`config.mk`:
```
export PLATFORM = sky130hd
export DESIGN_NAME = ss_window_decoder
export DESIGN_NICKNAME = d
export VERILOG_FILES = /design/src/rtl/ss_window_decoder.sv
export SDC_FILE = /design/constraint.sdc
export NUM_CORES = 1
export LEC_CHECK = 0
export BUFFER_PORTS_ARGS = -buffer_cell sky130_fd_sc_hd__clkbuf_2
export CAP_MARGIN = 5
export CORE_UTILIZATION = 55
export CTS_CLUSTER_DIAMETER = 40
export DETAILED_ROUTE_END_ITERATION = 7
export GPL_ROUTABILITY_DRIVEN = 0
export PLACE_DENSITY = 0.73
export SLEW_MARGIN = 20
export SYNTH_ARGS = -nofsm -noshare
export SYNTH_HDL_FRONTEND = slang
export SYNTH_SLANG_ARGS = --single-unit
export TNS_END_PERCENT = 100
```
`constraint.sdc`:
```
create_clock -name clk -period 8.29 [get_ports clk]
set_input_delay 0 -clock clk [delete_from_list [all_inputs] [get_ports clk]]
set_output_delay 0 -clock clk [all_outputs]
set_load 0.05 [all_outputs]
```
`src/rtl/ss_window_decoder.sv`:
```
// ss_window_decoder
// Converts a stream of unsigned stochastic-symbol products back to a binary
// value. Exactly 2^WIN_LOG2 accepted symbols are summed per window. The sum is
// rounded half-up, right-shifted by SHIFT and saturated to OUT_W bits. The
// result is then offered on a valid/ready handshake and held until the next
// window completes.
module ss_window_decoder #(
    parameter int SS_W     = 6,
    parameter int WIN_LOG2 = 8,
    parameter int SHIFT    = 4,
    parameter int OUT_W    = 10
) (
    input  logic             clk,
    input  logic             rst,
    input  logic             start,
    input  logic [SS_W-1:0]  ss_in,
    input  logic             ss_valid,
    output logic             ss_ready,
    output logic [OUT_W-1:0] result,
    output logic             result_valid,
    input  logic             result_ready,
    output logic             overflow,
    output logic             busy
);

    // The accumulator cannot wrap inside one window: 2^WIN_LOG2 symbols of at
    // most 2^SS_W-1 each. One extra bit holds the final add, and the rounding
    // is done in a wider word so that the saturation compare never truncates.
    localparam int ACC_W  = SS_W + WIN_LOG2;
    localparam int SUM_W  = ACC_W + 1;
    localparam int WIDE_W = SUM_W + OUT_W;

    typedef enum logic [1:0] {
        IDLE  = 2'd0,
        ACCUM = 2'd1,
        DONE  = 2'd2
    } state_t;

    state_t             state_r;
    logic [ACC_W-1:0]   acc_r;
    logic [WIN_LOG2-1:0] cnt_r;
    logic [OUT_W-1:0]   result_r;
    logic               result_valid_r;
    logic               overflow_r;

    logic [SUM_W-1:0]   sum_s;
    logic               last_cnt_s;
    logic [OUT_W:0]     rounded_s;

    // Round half up, shift, saturate; returns {overflow, value}.
    function automatic logic [OUT_W:0] round_sat(input logic [SUM_W-1:0] s);
        logic [WIDE_W-1:0] w;
        logic [WIDE_W-1:0] r;
        logic [WIDE_W-1:0] max_val;
        w       = {{OUT_W{1'b0}}, s} + (WIDE_W'(1'b1) << (SHIFT - 1));
        r       = w >> SHIFT;
        max_val = (WIDE_W'(1'b1) << OUT_W) - WIDE_W'(1'b1);
        if (r > max_val) begin
            return {1'b1, {OUT_W{1'b1}}};
        end else begin
            return {1'b0, r[OUT_W-1:0]};
        end
    endfunction

    // Running sum including the symbol on the input, final-count detect and rounded result.
    always_comb begin
        sum_s      = {1'b0, acc_r} + {{(SUM_W - SS_W){1'b0}}, ss_in};
        last_cnt_s = (cnt_r == {WIN_LOG2{1'b1}});
        rounded_s  = round_sat(sum_s);
    end

    // Handshake status decoded directly from the state.
    always_comb begin
        if (state_r == ACCUM) begin
            ss_ready = 1'b1;
            busy     = 1'b1;
        end else begin
            ss_ready = 1'b0;
            busy     = 1'b0;
        end
    end

    // Window state machine, accumulator and registered result outputs.
    always_ff @(posedge clk or negedge rst) begin
        if (!rst) begin
            state_r        <= IDLE;
            acc_r          <= {ACC_W{1'b0}};
            cnt_r          <= {WIN_LOG2{1'b0}};
            result_r       <= {OUT_W{1'b0}};
            result_valid_r <= 1'b0;
            overflow_r     <= 1'b0;
        end else begin
            case (state_r)
                IDLE: begin
                    if (start) begin
                        state_r <= ACCUM;
                        acc_r   <= {ACC_W{1'b0}};
                        cnt_r   <= {WIN_LOG2{1'b0}};
                    end
                end
                ACCUM: begin
                    // A restart discards any symbol presented in the same cycle,
                    // including the one that would have closed the window.
                    if (start) begin
                        acc_r <= {ACC_W{1'b0}};
                        cnt_r <= {WIN_LOG2{1'b0}};
                    end else if (ss_valid) begin
                        if (last_cnt_s) begin
                            result_r       <= rounded_s[OUT_W-1:0];
                            overflow_r     <= rounded_s[OUT_W];
                            result_valid_r <= 1'b1;
                            acc_r          <= {ACC_W{1'b0}};
                            cnt_r          <= {WIN_LOG2{1'b0}};
                            state_r        <= DONE;
                        end else begin
                            acc_r <= sum_s[ACC_W-1:0];
                            cnt_r <= cnt_r + {{(WIN_LOG2 - 1){1'b0}}, 1'b1};
                        end
                    end
                end
                DONE: begin
                    // Start is only honoured together with the draining handshake.
                    if (result_ready) begin
                        result_valid_r <= 1'b0;
                        if (start) begin
                            state_r <= ACCUM;
                            acc_r   <= {ACC_W{1'b0}};
                            cnt_r   <= {WIN_LOG2{1'b0}};
                        end else begin
                            state_r <= IDLE;
                        end
                    end
                end
                default: begin
                    state_r        <= IDLE;
                    result_valid_r <= 1'b0;
                    acc_r          <= {ACC_W{1'b0}};
                    cnt_r          <= {WIN_LOG2{1'b0}};
                end
            endcase
        end
    end

    assign result       = result_r;
    assign result_valid = result_valid_r;
    assign overflow     = overflow_r;

endmodule

```
Yosys cells after proc, flatten, opt, wreduce, memory -nomap -nowiden
Cells that the tools add are included.

Add/subtract/negate cells: 3. Magnitude comparators: 1. Eq/ne operators: 9. Mux-type cells: 26. Bitwise logic cells: 2. Reduce and logical (&&, ||, !) cells: 5.

Operator list (count): $mux 14 (5); $pmux 14 s3 (1); $mux 8 (5); $pmux 8 s3 (1); $add 15x4->16 const B (1); $add 14x6->15 (1); $gt 12x10->1 const B (1); $mux 11 (1); $mux 2 (5); $ne 2x2->1 const B (5); $reduce_and 5->1 (2); $add 8x1->8 const B (1); $eq 8x8->1 const B (1); $mux 1 (6); $pmux 2 s3 (1); $reduce_and 4->1 (1); $ne 3x3->1 const B (1); $pmux 1 s3 (1); $eq 2x1->1 const B (1); $eq 2x2->1 const B (1); $logic_not 2->1 (1); $not 1->1 (2); $reduce_and 2->1 (1).

Bits in registers: 36. Output and inout bits: 14. Logic and storage cells: 52.

Logic depth before layout (Yosys ltp)
Depth after elaboration: 5. Depth in mapped cells: 11. Mapped depth without buffers: 11.

Least setup slack after synthesis
No wires, ideal clock.

Path type: register -> register. Start: reg acc_r[0]. End: reg result_r[8] (netlist: result[8]). Library setup time: 69 ps. Arrival: 2700 ps. Path slack: 5521 ps. Cell stages (with the launch flop): 12. Period minus slack after synthesis: 2769 ps. Cells stage by stage: dfrtp_1 ha_1 inv_1 fa_1 and2b_4 o2111ai_1 and3_1 buf_6 nor3b_4 o2111ai_2 or4b_1 nand3_1.

Longest elaborated chain between the ends: 4.

Ends and longest elaborated chain: from (decl) (RTL line 40) `logic [ACC_W-1:0] acc_r;`; from (signal assigned) (RTL line 87) `acc_r <= {ACC_W{1'b0}};`; from (signal assigned) (RTL line 97) `acc_r <= {ACC_W{1'b0}};`; from (signal assigned) (RTL line 105) `acc_r <= {ACC_W{1'b0}};`; $add 14x6->15 (*) (RTL line 67) `sum_s = {1'b0, acc_r} + {{(SUM_W - SS_W){1'b0}}, ss_in};`; $add 15x4->16 (*) (RTL line 55) `w = {{OUT_W{1'b0}}, s} + (WIDE_W'(1'b1) << (SHIFT - 1));`; $gt 12x10->1 (RTL line 58) `if (r > max_val) begin`; $mux 11 (*) (RTL line 58); to (signal assigned) (RTL line 89) `result_r <= {OUT_W{1'b0}};`; to (signal assigned) (RTL line 109) `result_r <= rounded_s[OUT_W-1:0];`; to (decl) (RTL line 42) `logic [OUT_W-1:0] result_r;`.

Mark *: on every way between the ends. The rest lies on a longest branch, timed or not. A chain may end at the register's enable or synchronous reset.

Final worst setup path
Start: reg acc_r[0]. End: reg result_r[7] (netlist: result[7]).

The elaborated chain is that of the path after synthesis.

==> summary.txt <==
Placement
  • Dpl cell area: roughly 0.0025 sq mm
  • Placed insts: ~320
  • Detailed placement HPWL: between 3000 and 4000 um
  • # port buffers: 24

Clock network
  • CTS Buf Count: 5
  • Clk sink count: 36
  • CTS root buffer: clkbuf_8
  • CTS Buffer Depth: 2
  • Hold_buf cts: 3
  • Post_cts resized: 0
  • Worst-path clk slew: approximately 0.080 ns
  • Total setup buffers inserted after CTS: 0
  • CTS tree: done
  • Worst skew pair latency: 0.29 ns
  • CTS H-tree lvls: 2

Hold path
  • Hold crit path type: primary input to register
  • Worst Hold Path Cells: 3
  • Worst hold endpoint: state_r[0]$_DFFE_PN0P_
  • Worst hold path startpoint: start

Floorplan
  • Die ar.: 0.00472 sq mm
  • Initial core utilization: roughly 59%
  • Core Footprint: between 0.004 and 0.005 sq mm
  • Die width: about 69 um
  • I/O pins: 25
  • Die Y-Extent: around 69 um
  • Rows: 23

Drt
  • Via density: between 6 and 7
  • Routed vias: a little over 2000
  • Final WL: about 5200 um
  • Wire per inst: approximately 15 um
  • DR pass1 iterations: 4
  • Routed Antenna Nets: 0
  • DRT iter0 DRCs: ~110
  • DRC: 0

Synth
  • Area leader, netlist: dfrtp_1
  • Ys async rst share: between 90% and 100%
  • Mapped Nets: between 200 and 300
  • Top cell type's share of synthesized area: 36.8%
  • Syn Inst Count: around 260
  • Synthesis Warnings: 0
  • Register bit count reported by yosys: 36
  • Distinct cell type count after synthesis: 64
  • Synth Flop Type: dfrtp_1
  • Post-synth EDFFs: 0
  • Most frequent cells after synthesis: 36 x dfrtp_1, 28 x o21ai_0, 27 x nand2_1, 20 x nor2_1, 9 x xnor2_1
  • Main area contributors after synthesis: dfrtp_1 37%, o21ai_0 5.7%, nand2_1 4.1%
  • Avg Cell Area, Syn: between 9 and 10 sq um
  • Sequential fraction of the synthesis area: ~37%
  • Post-Syn Area: ~0.0024 sq mm
  • Most common cell in the netlist: dfrtp_1

Setup path
  • Max FO, Critical Path: 8
  • Critical Path AT: 3.24 ns
  • CP Cell Sequence: ha_1, inv_1, fa_1, and2b_4, o2111ai_1, and3_1, nor3b_4, o2111ai_2, o31ai_4, o22a_1
  • Top delay family on crit path: compound AO/OA/AOI/OAI gates
  • Slowest cell on the critical path: o31ai_4
  • Worst Setup End Kind: register
  • Critical R2R Launch: acc_r[0]$_DFFE_PN0P_
  • Max incr delay on CP: approximately 0.43 ns
  • CP Class: register to register
  • FF-to-FF End: result[7]$_DFFE_PN0P_
  • Reg2Reg Depth: 10
  • WP depth: 10
  • Startpoint types: register
  • CP bufs+invs: 1
  • Required time of the worst setup path: ~8.5 ns
  • Reg2reg setup slack: 5.28 ns

Flow run
  • Max_cap viols: 0

STA
  • Final setup violation count: 0
  • Fin Setup TNS: 0 ns
  • Max_slew headroom: about two fifths
  • FMAX: 332 MHz
  • Worst clock skew: between 0.007 and 0.008 ns
  • Slew at the pin with the worst max-slew slack: around 0.89 ns
  • RSZ-0062 raised after global routing: no
  • Tcrit/Tclk final: a little over a third
  • Slew Viols, Final: 0
  • Endpoints failing hold: 0
  • Final Critical Period: ~3.0 ns

Pwr
  • Clock power frac: between 20% and 30%
  • Comb power frac: between 30% and 40%
  • P_int: just over 0.3 mW
  • Switching Fraction: ~36%
  • Register share of total power: 41.3%
  • PD cells: between 150 and 200 mW/mm^2
  • LEAKAGE: around 1.2 nW
  • Sw power: roughly 0.18 mW
  • Final Total Pwr: 0.483 mW
  • Worst VDD drop: approximately 0.15 mV

GRT
  • Met2 Use GR: approximately two fifths
  • Grt ovf: 0
  • First-pass GRT wire length: about 8600 um
  • GR Util All Layers: 24.7%
  • Met1 Resource Use GR: about a third
  • Grt peak-use layer: met2
  • Initial antenna violation count: 0
  • Vias in the first global route: about 1900
  • Largest net degree at the start of global routing: 37
  • Met3 Usage GRT: roughly 4.6%

Finish
  • Layout net count: between 300 and 400
  • Non-filler cells, final: roughly 330
  • Fraction of layout cells with a size suffix above 1: a little under a fifth
  • Core Util, Final: 63.6%
  • Fillers: around 370
  • Antenna fix cells: 0
  • Fin area: 0.00263 sq mm
  • Area Overhead vs Synth: 7.67%

Status
  • Status: completed
[routing by layer]
metal  vias to the layer above  part of all wire [%]
li1                        996                     -
met2                        62                    46
met1                       949                    46
met4                         0                   2.2
met5                         -                     0
met3                        13                   5.7
[layout make-up]
cell class	count	area, sq um	area share [%]
inverter	7	26.3	0.998
multi-input combinational	204	1400	53.1
timing repair buffer	28	158	5.99
tap	50	62.6	2.38
clock buffer	5	68.8	2.61
sequential	36	901	34.2
clock inverter	3	18.8	0.713
[metrics by stage]
step	setup WS, ns	hold slack (ns)
finish	5.28	0.116
detailed placement	5.33	0.179
global route	4.99	0.118
CTS	5.30	0.0895
floorplan	5.52	-0.296
global placement	5.42	0.165
[worst max path at each step]
stage / start / end / slack (ns)
after floorplan: acc_r[0]$_DFFE_PN0P_ / result[8]$_DFFE_PN0P_ / 5.52
after global placement: acc_r[0]$_DFFE_PN0P_ / result[7]$_DFFE_PN0P_ / 5.42
after detailed placement: acc_r[0]$_DFFE_PN0P_ / result[7]$_DFFE_PN0P_ / 5.33
after CTS: acc_r[0]$_DFFE_PN0P_ / result[7]$_DFFE_PN0P_ / 5.30
after global routing: acc_r[0]$_DFFE_PN0P_ / result[3]$_DFFE_PN0P_ / 4.99
final: acc_r[0]$_DFFE_PN0P_ / result[7]$_DFFE_PN0P_ / 5.28
[logic make-up after synthesis]
group | after synthesis | synth area share [%]
compound gates | 87 | 25.3
xor+xnor | 17 | 6.39
fa+ha+maj | 9 | 4.91
buf+inv | 21 | 6.29
flops | 36 | 36.8
mux | 2 | 1.33
simple gates | 89 | 19.0
[registers in the layout, summed over array words and instances (netlist names)]
| register | cells |
|---|---|
| acc_r | 14 |
| result | 10 |
| state_r | 2 |
| cnt_r | 8 |
| overflow | 1 |
| result_valid | 1 |
[worst min-delay path, stage by stage]
cell,delay [ns]
clkbuf_2,0.13
a21oi_1,0.06
o22ai_1,0.17
[layout by cell type, fill, tap and decap left out, types with 3 or more instances in the layout]
cell           count
o21a_1             4
o31ai_1            5
nor2_1            20
dfrtp_1           36
dlygate4sd3_1      3
or2_2              3
ha_1               8
nand3_1            8
o21ai_1            3
nand2b_1           3
inv_1              7
a21oi_1            8
and2_1             5
o21ai_0           28
clkbuf_8           5
a21o_1             4
and3_1             4
clkbuf_2          24
o22a_1             7
nand2_1           27
xor2_1             7
a22o_1             4
xnor2_1            9
nor3_1             4
[power groups by stage]
stage	sequential [mW]	combinational (mW)	clock, mW
after floorplan	0.195	0.146	0
after global placement	0.202	0.155	0
after detailed placement	0.203	0.155	0
after CTS	0.199	0.159	0.128
after global routing	0.201	0.180	0.134
final	0.199	0.159	0.124
No activity file was read; power rests on OpenSTA's default activity.
